===== src/rtl/deserializer.sv =====
// -----------------------------------------------------------------------------
// deserializer
//   Reassembles MSB-first serial bit streams into 16-bit words. One registered
//   strobe is emitted per completed word. Bits are accepted on every cycle with
//   ser_data_val_i high; there is no backpressure.
//
//   Optional build macro DESERIALIZER_TIMEOUT_EN adds an idle-timeout flush.
//   After TIMEOUT consecutive idle cycles with a partial word pending, that
//   word is emitted left-aligned with its bit count on deser_data_mod_o
//   (0 = 16 bits). Without the macro, partial words wait indefinitely and
//   deser_data_mod_o is tied to 0.
//
// Parameters
//   TIMEOUT           idle cycles before a flush (1..255), timeout build only
// Ports
//   clk_i             clock, rising edge
//   srst_i            synchronous active-high reset
//   ser_data_i        serial data bit, MSB of the word first
//   ser_data_val_i    ser_data_i valid this cycle
//   deser_data_o      assembled word, first received bit in [15]
//   deser_data_mod_o  valid bit count of deser_data_o, 0 = all 16
//   deser_data_val_o  one-cycle strobe qualifying deser_data_o/_mod_o
// -----------------------------------------------------------------------------
module deserializer #(
  parameter int TIMEOUT = 8
) (
  input  logic        clk_i,
  input  logic        srst_i,
  input  logic        ser_data_i,
  input  logic        ser_data_val_i,
  output logic [15:0] deser_data_o,
  output logic [3:0]  deser_data_mod_o,
  output logic        deser_data_val_o
);

  if (TIMEOUT < 1 || TIMEOUT > 255) begin : g_bad_timeout
    $error("deserializer: TIMEOUT must be in 1..255");
  end

  logic [15:0] shreg;
  logic [4:0]  cnt;
  logic [15:0] shreg_nxt;
  logic        word_done;
  logic        flush;

  assign shreg_nxt = {shreg[14:0], ser_data_i};
  assign word_done = ser_data_val_i && (cnt == 5'd15);

`ifdef DESERIALIZER_TIMEOUT_EN
  logic [7:0] idle;

  // Flush fires in the idle cycle whose increment would reach TIMEOUT.
  assign flush = !ser_data_val_i && (cnt != 5'd0) && (idle == 8'(TIMEOUT - 1));

  always_ff @(posedge clk_i) begin
    if (srst_i)
      idle <= 8'd0;
    else if (ser_data_val_i || cnt == 5'd0 || flush)
      idle <= 8'd0;
    else
      idle <= idle + 8'd1;
  end

  always_ff @(posedge clk_i) begin
    if (srst_i)
      deser_data_mod_o <= 4'h0;
    else if (word_done)
      deser_data_mod_o <= 4'h0;
    else if (flush)
      deser_data_mod_o <= cnt[3:0];
  end
`else
  assign flush            = 1'b0;
  assign deser_data_mod_o = 4'h0;
`endif

  always_ff @(posedge clk_i) begin
    if (srst_i) begin
      shreg            <= 16'h0000;
      cnt              <= 5'd0;
      deser_data_o     <= 16'h0000;
      deser_data_val_o <= 1'b0;
    end else begin
      deser_data_val_o <= 1'b0;
      if (ser_data_val_i) begin
        shreg <= shreg_nxt;
        if (word_done) begin
          // Counter wraps in the same edge so the next word's first bit
          // can arrive in the very next cycle.
          cnt              <= 5'd0;
          deser_data_o     <= shreg_nxt;
          deser_data_val_o <= 1'b1;
        end else begin
          cnt <= cnt + 5'd1;
        end
      end else if (flush) begin
        // Partial bits sit right-aligned in shreg; shift them to the top.
        deser_data_o     <= shreg << (5'd16 - cnt);
        deser_data_val_o <= 1'b1;
        cnt              <= 5'd0;
        shreg            <= 16'h0000;
      end
    end
  end

endmodule


===== config.mk =====
export PLATFORM = sky130hd
export DESIGN_NAME = deserializer
export DESIGN_NICKNAME = d
export VERILOG_FILES = /design/src/rtl/deserializer.sv
export SDC_FILE = /design/constraint.sdc
export NUM_CORES = 1
export LEC_CHECK = 0
export BUFFER_PORTS_ARGS = -buffer_cell sky130_fd_sc_hd__buf_2
export CAP_MARGIN = 20
export CORE_ASPECT_RATIO = 0.8
export CORE_MARGIN = 2
export CORE_UTILIZATION = 52
export CTS_BUF_LIST = sky130_fd_sc_hd__clkbuf_4 sky130_fd_sc_hd__clkbuf_8 sky130_fd_sc_hd__clkbuf_16
export DETAILED_ROUTE_END_ITERATION = 7
export PLACE_DENSITY_LB_ADDON = 0.15
export SLEW_MARGIN = 30
export SYNTH_ARGS = -nofsm -noshare
export SYNTH_HDL_FRONTEND = slang
export SYNTH_SLANG_ARGS = --single-unit

===== constraint.sdc =====
create_clock -name clk_i -period 1.65 [get_ports clk_i]
set_input_delay 0.0825 -clock clk_i [delete_from_list [all_inputs] [get_ports clk_i]]
set_output_delay 0.0825 -clock clk_i [all_outputs]
set_load 0.01 [all_outputs]

[Word level (Yosys, flattened, before mapping)]
Cells that the tools add are included.
Cells by class
  add/subtract/negate cells: 1
  equality and inequality tests: 1
  multiplexer cells: 2
  bitwise gates (word level): 1
  reductions and logical operators: 3
Operator list (count)
  5-bit by 1-bit adder with 5-bit output (second input constant): 1
  5-bit by 4-bit == test with 1-bit output (second input constant): 1
  5-bit 2-to-1 mux: 1
  2-bit AND reduction: 1
  2-bit OR reduction: 1
  1-bit logical AND: 1
  1-bit 2-to-1 mux: 1
  1-bit inverter: 1
Storage, ports and cells
  register bits: 37
  bits of input ports: 4
  output and inout bits: 21
  logic and storage cells: 12

[Longest topological paths before layout]
Gate-level depths: netlist of run 1.
  depth after elaboration: 3
  mapped depth: 5
  gate-level depth less buffers: 4

[Worst setup path after synthesis of run 1]
Ideal clock, no wire load.
  path type: reg2reg
  from: register cnt[0]
  to: register deser_data_o[0]
  library setup time: 0.059 ns
  data arrival time: 1.373 ns
  data required time: 1.591 ns
  setup slack: 0.218 ns
  cell stages (with the launch flop): 6
  buffers on the path: 1
  clock period less this slack: 1.432 ns
  path through: dfxtp_1 > ha_1 > and4_1 > nor3b_4 > buf_6 > a22o_1
On the way
  word-level cells in the longest chain between the ends: 3
Ends and longest elaborated chain
  start: declaration: line 41  | logic [4:0] cnt;
  start signal: assignment: line 94  | cnt <= cnt + 5'd1;
  5-bit by 4-bit == test with 1-bit output: line 47  | assign word_done = ser_data_val_i && (cnt == 5'd15);
  1-bit logical AND: line 47
  2-bit AND reduction (no source line)
  end signal: assignment: line 91  | deser_data_o <= shreg_nxt;
  end signal: assignment: line 98  | deser_data_o <= shreg << (5'd16 - cnt);
  end: declaration: line 31  | output logic [15:0] deser_data_o,
No other way between the ends.
A chain may end at the register's enable or synchronous reset.

[Final worst setup path of run 1]
  from: register cnt[0]
  to: register deser_data_o[5]
Same word-level chain as after synthesis.

==> impl_results.md, run 1 <==
- Status: finished, final reports clean
- Largest family of logic cells by synthesized area: compound AO/OA/AOI/OAI gates
- Top cells by area, synth: dfxtp_1 57%, mux2i_1 12%, a22o_1 11%
- Commonest non-fill, non-tap cells in the layout: 37 x dfxtp_1, 20 x buf_2, 16 x a22o_1, 16 x nor2_1, 15 x mux2i_1
- Largest area contributor in the netlist: dfxtp_1
- Initial antenna violation count: 0
- Crit path kind: reg2reg
- Via count: 878
- RR Endpoint: deser_data_o[5]
- Die Span X: 59.8 um
- Max Clock Skew: roughly 0.0085 ns
- GRT overflow: 0
- First-pass GRT wire length: around 3.8 mm
- Max Clock Freq: between 600 and 700 MHz
- Yosys warns: 0
- Post-route minimum period: between 1 and 1.5 ns
- Worst IR Drop VDD: around 0.00052 V
- Yosys reg bits: 37
- Compound-Gate Fraction of Synth Area: about an eighth
- RSZ-0062 raised after global routing: no
- TritonRoute pass-1 iters: 4
- Share of post-route cells with drive strength above 1: 24.3%
- Port Buffers: 20
- Setup_tns: 0 ns
- Post-synthesis xor/xnor area fraction: 1.35%
- Vias in the first global route: 838
- Mux cell area share after synthesis: between 10 and 15%
- Hold Crit Depth: 3
- Final setup fails: 0
- Root buf cell: clkbuf_4
- Hold WC Path Type: in2reg
- Hold EP: cnt[4]
- FF+latch area: approximately 740 um^2
- WL/cell: 12.9 um
- Cell count after synthesis: approximately 110
- Critical Path End Type: flip-flop
- Share of the synthesized area in the top cell type: 57.3%
- Yosys cell types: 25
- Antenna cell count: 0
- Gpl congestion: roughly 0.69
- Filler cell count: ~200
- Worst EP arrival: approximately 1.7 ns
- Critical R2R Launch: cnt[0]
- Adder-cell share of the synthesized area: less than 1%
- Hold Vio Cnt, Final: 0
- Routed wire length: between 2 and 2.5 mm
- Die height: 48.6 um
- Total GRT Usage: 17.4%
- Worst-path maximum fanout: 17
- Seq/Total Area, Yosys: 57.3%
- Number of CTS-inserted buffers: 5
- # DRC: 0
- Worst Path Required: roughly 1.9 ns
- Critical Path Start Type: flip-flop
- Post-CTS sizing: 0
- Synthesized area: ~0.0013 mm^2
- CTS clk-pin slew, worst paths: 0.10 ns
- Syn Area/Cell: around 11 um^2
- H-tree depth: 2
- Hold path start: ser_data_val_i
- Final Cycle Share: 88.6%
- Initial Utilization: 53.9%
- # rows: 16
- Hold WS: 0.179 ns
- Count of cells along the worst register-to-register path: 5
- Largest net degree at the start of global routing: 22
- Commonest non-fill, non-tap cell in the layout: dfxtp_1
- Vias per inst: 5.26
- Maxcap violations: 0
- Clock latency on the worst-skew pair: 0.32 ns
- Final #Nets: 145
- Flop-to-flop setup slack: roughly 0.19 ns
- Area Growth Syn to Fin: 16.2%
- Post-Synth Simple-Gate Area: roughly 11%
- Critical path launch point: cnt[0]
- Final Max Slew Viols: 0
- Total die area: between 0.002 and 0.003 mm^2
- Post-DRT Antenna Nets: 0
- Multi-input logic area: 497 um^2
- IO Pins: 25
- CORE AREA: 0.00240 mm^2
- CTS Sinks: 37
- CTS tree: done
- Initial DRC count: 22
- Clock buffer depth: 2
- Leak: approximately 0.69 nW
- Detailed placement HPWL: between 1 and 1.5 mm
- Power per Cell Area: around 960 mW/mm^2
report_power, final:
group | switching [W] | leakage [nW] | internal (W) | total [W]
registers | 0.00000585 | 0.299 | 0.000899 | 0.000905
clock network | 0.000262 | 0.0348 | 0.000218 | 0.000479
logic | 0.0000381 | 0.355 | 0.0000270 | 0.0000651
total | 0.000306 | 0.688 | 0.00114 | 0.00145
kinds of logic after synthesis:
group,count (synthesis)
flops,37
mux,15
other cells,1
compound gates,19
xor+xnor,2
fa+ha+maj,1
buf+inv,11
simple gates,27
per-stage QoR:
| stage | utilization [%] | worst slack (ns) | total power [W] | instances | area (um^2) |
|---|---|---|---|---|---|
| 2_1_floorplan | - | 0.218 | 0.000975 | 116 | 1310 |
| 3_3_place_gp | 59.3 | 0.243 | 0.000985 | 158 | 1430 |
| 3_5_place_dp | 59.3 | 0.194 | 0.000987 | 158 | 1430 |
| 4_1_cts | 62.6 | 0.175 | 0.00147 | 167 | 1500 |
| 5_1_grt | 62.6 | 0.0912 | 0.00151 | 167 | 1500 |
| 6_report | 62.6 | 0.188 | 0.00145 | 167 | 1500 |
layer usage:
layer	track usage, %	share of wire [%]	vias to the layer above
met5	0	0	-
met3	7.49	5.7	5
met2	24.5	43	20
met1	23.6	50	408
li1	-	-	445
met4	6.67	1.2	0
worst max path at each step:
| stage | slack (ns) | endpoint | cells after the start |
|---|---|---|---|
| final | 0.19 | deser_data_o[5] | 5 |
| after floorplan | 0.22 | deser_data_o[0] | 5 |
| after detailed placement | 0.19 | deser_data_o[4] | 5 |
| after global placement | 0.24 | deser_data_o[15] | 5 |
| after CTS | 0.18 | deser_data_o[4] | 5 |
| after global routing | 0.09 | deser_data_o[4] | 5 |
cell usage after synthesis (all sizes together):
cell type / instances
mux2i: 15
a21oi: 3
ha: 1
dfxtp: 37
nand4: 1
inv: 1
xor2: 1
and4: 1
clkbuf: 2
conb: 1
nand2b: 2
nand2: 1
nor3b: 1
nor3: 1
buf: 8
a22o: 16
nand3: 1
and2: 1
nand4b: 1
xnor2: 1
nand3b: 1
nor2: 16
registers in the layout, indices dropped and copies added, names as in the netlist:
| name | flops |
|---|---|
| shreg | 15 |
| deser_data_o | 16 |
| cnt | 5 |
| deser_data_val_o | 1 |
cell type report:
class                           count  area share, %
Clock buffer                        7           3.91
Inverter                            1          0.250
Multi-Input combinational cell     68           33.0
Sequential cell                    37           49.3
Tap cell                           27           2.25
Timing Repair Buffer               27           11.3
critical path, stage by stage (launching register included):
cell and delay, ns:
dfxtp_1 0.38, ha_1 0.19, and4_1 0.27, nor3b_4 0.25, buf_12 0.17, a22o_1 0.14
timing repair:
item                      CTS  global route
hold buffers                2             0
hold endpoints to repair    2             0
buffers inserted            0             0
(Power assumes the default switching activity.)
==> inputs of run 2 (changes only) <==
--- a/config.mk
+++ b/config.mk
@@ -5,11 +5,11 @@
 export SDC_FILE = /design/constraint.sdc
 export NUM_CORES = 1
 export LEC_CHECK = 0
+export ABC_AREA = 1
 export BUFFER_PORTS_ARGS = -buffer_cell sky130_fd_sc_hd__buf_2
 export CAP_MARGIN = 20
-export CORE_ASPECT_RATIO = 0.8
 export CORE_MARGIN = 2
-export CORE_UTILIZATION = 52
+export CORE_UTILIZATION = 54
 export CTS_BUF_LIST = sky130_fd_sc_hd__clkbuf_4 sky130_fd_sc_hd__clkbuf_8 sky130_fd_sc_hd__clkbuf_16
 export DETAILED_ROUTE_END_ITERATION = 7
 export PLACE_DENSITY_LB_ADDON = 0.15
==> run 2 against run 1 <==
Net effect: clock-buffer cell count unchanged; setup slack improved by 0.10 ns; wire length increased by 29%; utilization increased by 1.3 points; register-to-register slack improved by 0.10 ns; via count increased by 36%; highest routed layer unchanged; global-route usage increased by 1.0 points; non-clock buffer count decreased by 2; total power increased by 5.8%.
==> impl_results.md, run 2 <==
- Post-DRT Antenna Nets: 0
- Via count: roughly 1200
- Die Span X: ~56 um
- Most flop-heavy register: deser_data_o
- Worst Path Required: approximately 1.9 ns
- CTS tree: done
- Synthesized area: roughly 0.0015 mm^2
- Post-synth ARST share: 0%
- Total die area: 0.00314 mm^2
- Final Max Slew Viols: 0
- Share of post-route cells with drive strength above 1: 18.9%
- Status: finished, final reports clean
- Initial antenna violation count: 0
- CTS clk-pin slew, worst paths: roughly 0.1 ns
- Fin area: 0.00161 mm^2
- Post-CTS sizing: 0
- NetSw: ~0.00036 W
- Initial DRC count: 33
- Max Clock Freq: 736 MHz
- Commonest non-fill, non-tap cell in the layout: dfxtp_1
- CTS Sinks: 37
- Ys flop type: dfxtp_1
- Pint: around 0.0012 W
- Vias per inst: around 5.3
- Post-synthesis xor/xnor area fraction: 0%
- Max Clock Skew: ~0.0077 ns
- Yosys warns: 0
- Critical Path Start Type: flip-flop
- Critical Path End Type: flip-flop
- Share of the synthesized area in the top cell type: just over 50%
- M1 GR Usage: approximately 24%
- Net Sw Frac: between 20% and 30%
- Worst IR Drop VDD: 0.000762 V
- Largest family of logic cells by synthesized area: simple AND/OR/NAND/NOR gates
- Vias in the first global route: 1007
- Root buf cell: clkbuf_4
- Setup_tns: 0 ns
- Synth cell count leaders: 37 x dfxtp_1, 34 x nor2_1, 26 x nand2_1, 18 x nand3_1
- Worst EP arrival: between 1.5 and 2 ns
- Final #Nets: approximately 200
- Mux cell area share after synthesis: 0%
- Largest registers: deser_data_o (16), shreg (15), cnt (5)
- Largest area contributor in the netlist: dfxtp_1
- Top Usage Layer GRT: met2
- Worst-path maximum fanout: 20
- Cell count after synthesis: 177
- Maxcap violations: 0
- Met3 usage: approximately 5%
- H-tree depth: 2
- Hold WC Path Type: in2reg
- Commonest non-fill, non-tap cells in the layout: 37 x dfxtp_1, 34 x nor2_1, 26 x nand2_1
- EDFF count, synth: 0
- Detailed placement HPWL: 1.89 mm
- Hold WS: between 0.2 and 0.25 ns
- # rows: 18
- Routed wire length: about 2.8 mm
- Clock buffer depth: 2
- Adder-cell share of the synthesized area: 0.856%
- Port Buffers: 20
- Clock latency on the worst-skew pair: 0.34 ns
- Hold Vio Cnt, Final: 0
- Area Growth Syn to Fin: 10.4%
- Finished Layout Cells: ~230
- Syn Area/Cell: 8.26 um^2
- First-pass GRT wire length: approximately 4.5 mm
- Leak: around 0.8 nW
- Final setup fails: 0
- RSZ-0062 raised after global routing: no
- Post-route minimum period: 1.36 ns
- CORE AREA: ~0.0025 mm^2
- Final Cycle Share: about 80%
- IO Pins: 25
- Power per Cell Area: 951 mW/mm^2
- Most common cell in the synthesized netlist: dfxtp_1
- Total GRT Usage: 18.5%
- Sequential share of power: about three fifths
- Compound-Gate Fraction of Synth Area: under 10%
- GRT met2 Usage: between 20% and 30%
- GRT overflow: 0
- # DRC: 0
- Largest net degree at the start of global routing: between 40 and 50
- Clock power share: between 30% and 40%
- Antenna cell count: 0
- Gpl congestion: ~0.81
- Die height: between 50 and 60 um
- TritonRoute pass-1 iters: 4
- Post-Synth Simple-Gate Area: 33.0%
- WL/cell: approximately 12 um
- Seq/Total Area, Yosys: about half
- Top cells by area, synth: dfxtp_1 51%, nor2_1 8.7%, nand4_1 6.8%
- Yosys reg bits: 37
- Core Util, Final: a little under two thirds
- Placed cell areas: about 0.0015 mm^2
- Max FFs per register: 16
- Comb pwr share: under 10%
- Yosys cell types: 22
- Initial Utilization: about 58%
- Number of CTS-inserted buffers: 5
- Crit path kind: reg2reg
- Placed insts: approximately 220
run 2: cell types whose count changed after synthesis, moves of 16 or more:
cell,delta
nor2_1,+18
a22o_1,-16
nand3_1,+17
nand2_1,+25
o21ai_0,+16
run 2: final timing paths:
path                         from               to  slack, ns  cells after the start
hold / removal     ser_data_val_i         shreg[2]       0.21                      3
hold reg to reg   deser_data_o[0]  deser_data_o[0]       0.47                      2
setup / recovery           cnt[0]  deser_data_o[9]       0.29                      6
setup reg to reg           cnt[0]  deser_data_o[9]       0.29                      6
run 2: routing by layer:
layer	share of wire (%)	wire length (um)
met4	1.4	38
met2	45	1270
met3	5.2	145
met1	48	1340
met5	0	0
run 2: layout make-up:
| type | count | area, um^2 |
|---|---|---|
| clock buffer | 7 | 58.8 |
| fill | 220 | 910 |
| inverter | 4 | 20.0 |
| multi-input combinational | 123 | 601 |
| sequential | 37 | 741 |
| tap | 30 | 37.5 |
| timing repair buffer | 25 | 155 |
run 2: power groups by stage:
stage | logic (W) | registers, W | clock network (W)
after floorplan | 0.0000810 | 0.000955 | 0
after global placement | 0.0000868 | 0.000961 | 0
after detailed placement | 0.0000917 | 0.000962 | 0
after CTS | 0.0000956 | 0.000941 | 0.000511
after global routing | 0.000110 | 0.000944 | 0.000538
final | 0.0000954 | 0.000941 | 0.000497
run 2: cell families (layout without fill, tap and decap cells):
group                      count (synthesis)  count (layout)
other                                      1               4
buffers and inverters                     20              36
and+or+nand+nor                          100             100
AOI/OAI and AO/OA                         18              18
adders and majority gates                  1               1
DFF                                       37              37
run 2: critical path: stages (launching register included):
cell     delay, ns
dfxtp_1       0.40
ha_1          0.20
nand2_1       0.13
nor2_8        0.19
nand2_4       0.18
nand3_1       0.11
nand2_1       0.05
run 2: per-stage QoR:
stage,power [W],setup slack (ns)
after floorplan,0.00104,0.448
after global placement,0.00105,0.383
after detailed placement,0.00105,0.294
after CTS,0.00155,0.277
after global routing,0.00159,0.172
final,0.00153,0.292
run 2: what timing repair did:
| action | 4_1_cts | 5_1_grt |
|---|---|---|
| setup buffers | 0 | 0 |
| endpoints found under the hold margin | 3 | 0 |
| hold buffers | 2 | 0 |
==> inputs of run 3 (changes only) <==
--- a/config.mk
+++ b/config.mk
@@ -9,7 +9,7 @@
 export BUFFER_PORTS_ARGS = -buffer_cell sky130_fd_sc_hd__buf_2
 export CAP_MARGIN = 20
 export CORE_MARGIN = 2
-export CORE_UTILIZATION = 54
+export CORE_UTILIZATION = 48
 export CTS_BUF_LIST = sky130_fd_sc_hd__clkbuf_4 sky130_fd_sc_hd__clkbuf_8 sky130_fd_sc_hd__clkbuf_16
 export DETAILED_ROUTE_END_ITERATION = 7
 export PLACE_DENSITY_LB_ADDON = 0.15
==> constraint.sdc (replaced) <==
create_clock -name clk_i -period 1.1 [get_ports clk_i]
set_input_delay 0.055 -clock clk_i [delete_from_list [all_inputs] [get_ports clk_i]]
set_output_delay 0.055 -clock clk_i [all_outputs]
set_load 0.01 [all_outputs]
==> run 3 against run 2 <==
Net effect: the run now ends with negative setup slack left; utilization fell by 7.3 points; first-iteration DRC count did not move; sequential power rose by 50%; largest cell class unchanged; via count rose by 1.1%.
==> impl_results.md, run 3 (synthesis results as in run 2) <==
- Area Growth Syn to Fin: 15.4%
- Pint: ~0.0017 W
- Worst Path Required: 1.38 ns
- Total GRT Usage: 17.9%
- Power per Cell Area: roughly 1300 mW/mm^2
- Comb pwr share: roughly 7.2%
- Routed wire length: approximately 2.7 mm
- CORE AREA: a little under 0.003 mm^2
- Initial Utilization: between 40% and 50%
- IO Pins: 25
- Final Max Slew Viols: 0
- Most flop-heavy register: deser_data_o
- Initial antenna violation count: 0
- GRT overflow: 0
- H-tree depth: 2
- Die height: a little under 60 um
- Hold WC Path Type: in2reg
- Sequential share of power: between 60% and 70%
- Failing checks: negative setup slack
- Worst EP arrival: ~1.4 ns
- Commonest non-fill, non-tap cell in the layout: dfxtp_1
- # DRC: 0
- Gpl congestion: approximately 0.72
- Die Span X: 59.2 um
- Crit path kind: reg2reg
- Max Clock Skew: roughly 0.0037 ns
- Status: finished, violations left
- Largest registers: deser_data_o (16), shreg (15), cnt (5)
- Vias in the first global route: 1091
- Largest net degree at the start of global routing: 54
- Total die area: approximately 0.0035 mm^2
- Clock latency on the worst-skew pair: roughly 0.33 ns
- RSZ-0062 raised after global routing: yes
- Fin area: 0.00169 mm^2
- TritonRoute pass-1 iters: 4
- Root buf cell: clkbuf_4
- Final Cycle Share: 102%
- Filler cell count: about 280
- CTS Sinks: 37
- Number of CTS-inserted buffers: 5
- Worst-path maximum fanout: 10
- Critical Path End Type: flip-flop
- Via count: around 1200
- Commonest non-fill, non-tap cells in the layout: 35 x dfxtp_1, 34 x nor2_1, 25 x nand2_1
- Placed insts: around 230
- Critical Path Start Type: flip-flop
- Vias per inst: 5.19
- NetSw: about 0.00053 W
- Clock power share: between 20 and 30%
- Placed cell areas: 0.00161 mm^2
- Leak: ~0.82 nW
- Detailed placement HPWL: between 1.5 and 2 mm
- Antenna cell count: 0
- Final #Nets: about 210
- Port Buffers: 20
- Finished Layout Cells: between 200 and 250
- First-pass GRT wire length: between 4 and 5 mm
- CTS clk-pin slew, worst paths: ~0.10 ns
- Post-DRT Antenna Nets: 0
- CTS tree: done
- Post-route minimum period: roughly 1.1 ns
- # rows: 20
- Share of post-route cells with drive strength above 1: a little under a quarter
- Initial DRC count: 33
- Max Clock Freq: approximately 900 MHz
- Worst IR Drop VDD: between 0.0007 and 0.0008 V
- Max FFs per register: 16
- Final setup fails: 11
- Maxcap violations: 0
- Clock buffer depth: 2
- WL/cell: ~12 um
- Final WS setup: -0.0192 ns
- Net Sw Frac: roughly 24%
- Hold Vio Cnt, Final: 0
[run 3: final timing paths]
path	startpoint	endpoint	slack (ns)	depth (start not counted)
worst min register to register	deser_data_o[15]	deser_data_o[15]	0.46	2
worst max register to register	cnt[1]	deser_data_o[13]	-0.02	6
worst max-delay path	cnt[1]	deser_data_o[13]	-0.02	6
worst min-delay path	ser_data_val_i	shreg[3]	0.15	3
[run 3: final cells by class]
class	count	area [um^2]	share of cell area, %
Multi-Input combinational cell	123	639	37.9
Timing Repair Buffer	30	200	11.9
Sequential cell	37	743	44.1
Tap cell	33	41.3	2.45
Clock buffer	5	37.5	2.23
Inverter	4	20.0	1.19
Clock inverter	1	5.00	0.297
[run 3: what timing repair did]
item                                   in CTS  in global routing
buffers inserted                            0                  0
endpoints found under the hold margin       3                  0
hold buffers                                2                  0
pin swaps                                   2                  0
setup endpoints to repair                  19                 19
gates resized for setup                     3                  0
[run 3: layer usage]
layer  track usage [%]  share of wire (%)  up-vias
met1              22.2                 49      555
met4              5.19               0.73        0
met5                 0                  0        -
met2              29.0                 46       18
li1                  -                  -      635
met3              6.55                3.8        2
[run 3: worst max-delay path: stages, from the launching register on]
cell	delay, ns
dfxtp_2	0.37
ha_4	0.15
nand2_4	0.06
nor2_8	0.15
buf_6	0.16
nand4_1	0.10
nand2_1	0.08
[run 3: power by group through the flow]
| stage | Combinational [W] | Clock (W) | Sequential [W] |
|---|---|---|---|
| floorplan | 0.000125 | 0 | 0.00144 |
| global placement | 0.000149 | 0 | 0.00144 |
| detailed placement | 0.000154 | 0 | 0.00144 |
| CTS | 0.000160 | 0.000650 | 0.00141 |
| global route | 0.000182 | 0.000716 | 0.00142 |
| finish | 0.000158 | 0.000619 | 0.00141 |
[run 3: per-stage QoR]
step,power (W),util [%],setup TNS [ns],hold WS (ns),setup slack [ns]
floorplan,0.00156,-,-0.355,0.127,-0.0248
global placement,0.00159,54.0,0,0.261,0.00743
global route,0.00232,56.6,-1.20,0.144,-0.0940
finish,0.00219,56.6,-0.0688,0.146,-0.0192
detailed placement,0.00160,54.0,-0.321,0.266,-0.0304
CTS,0.00222,56.6,-0.0355,0.124,-0.00911
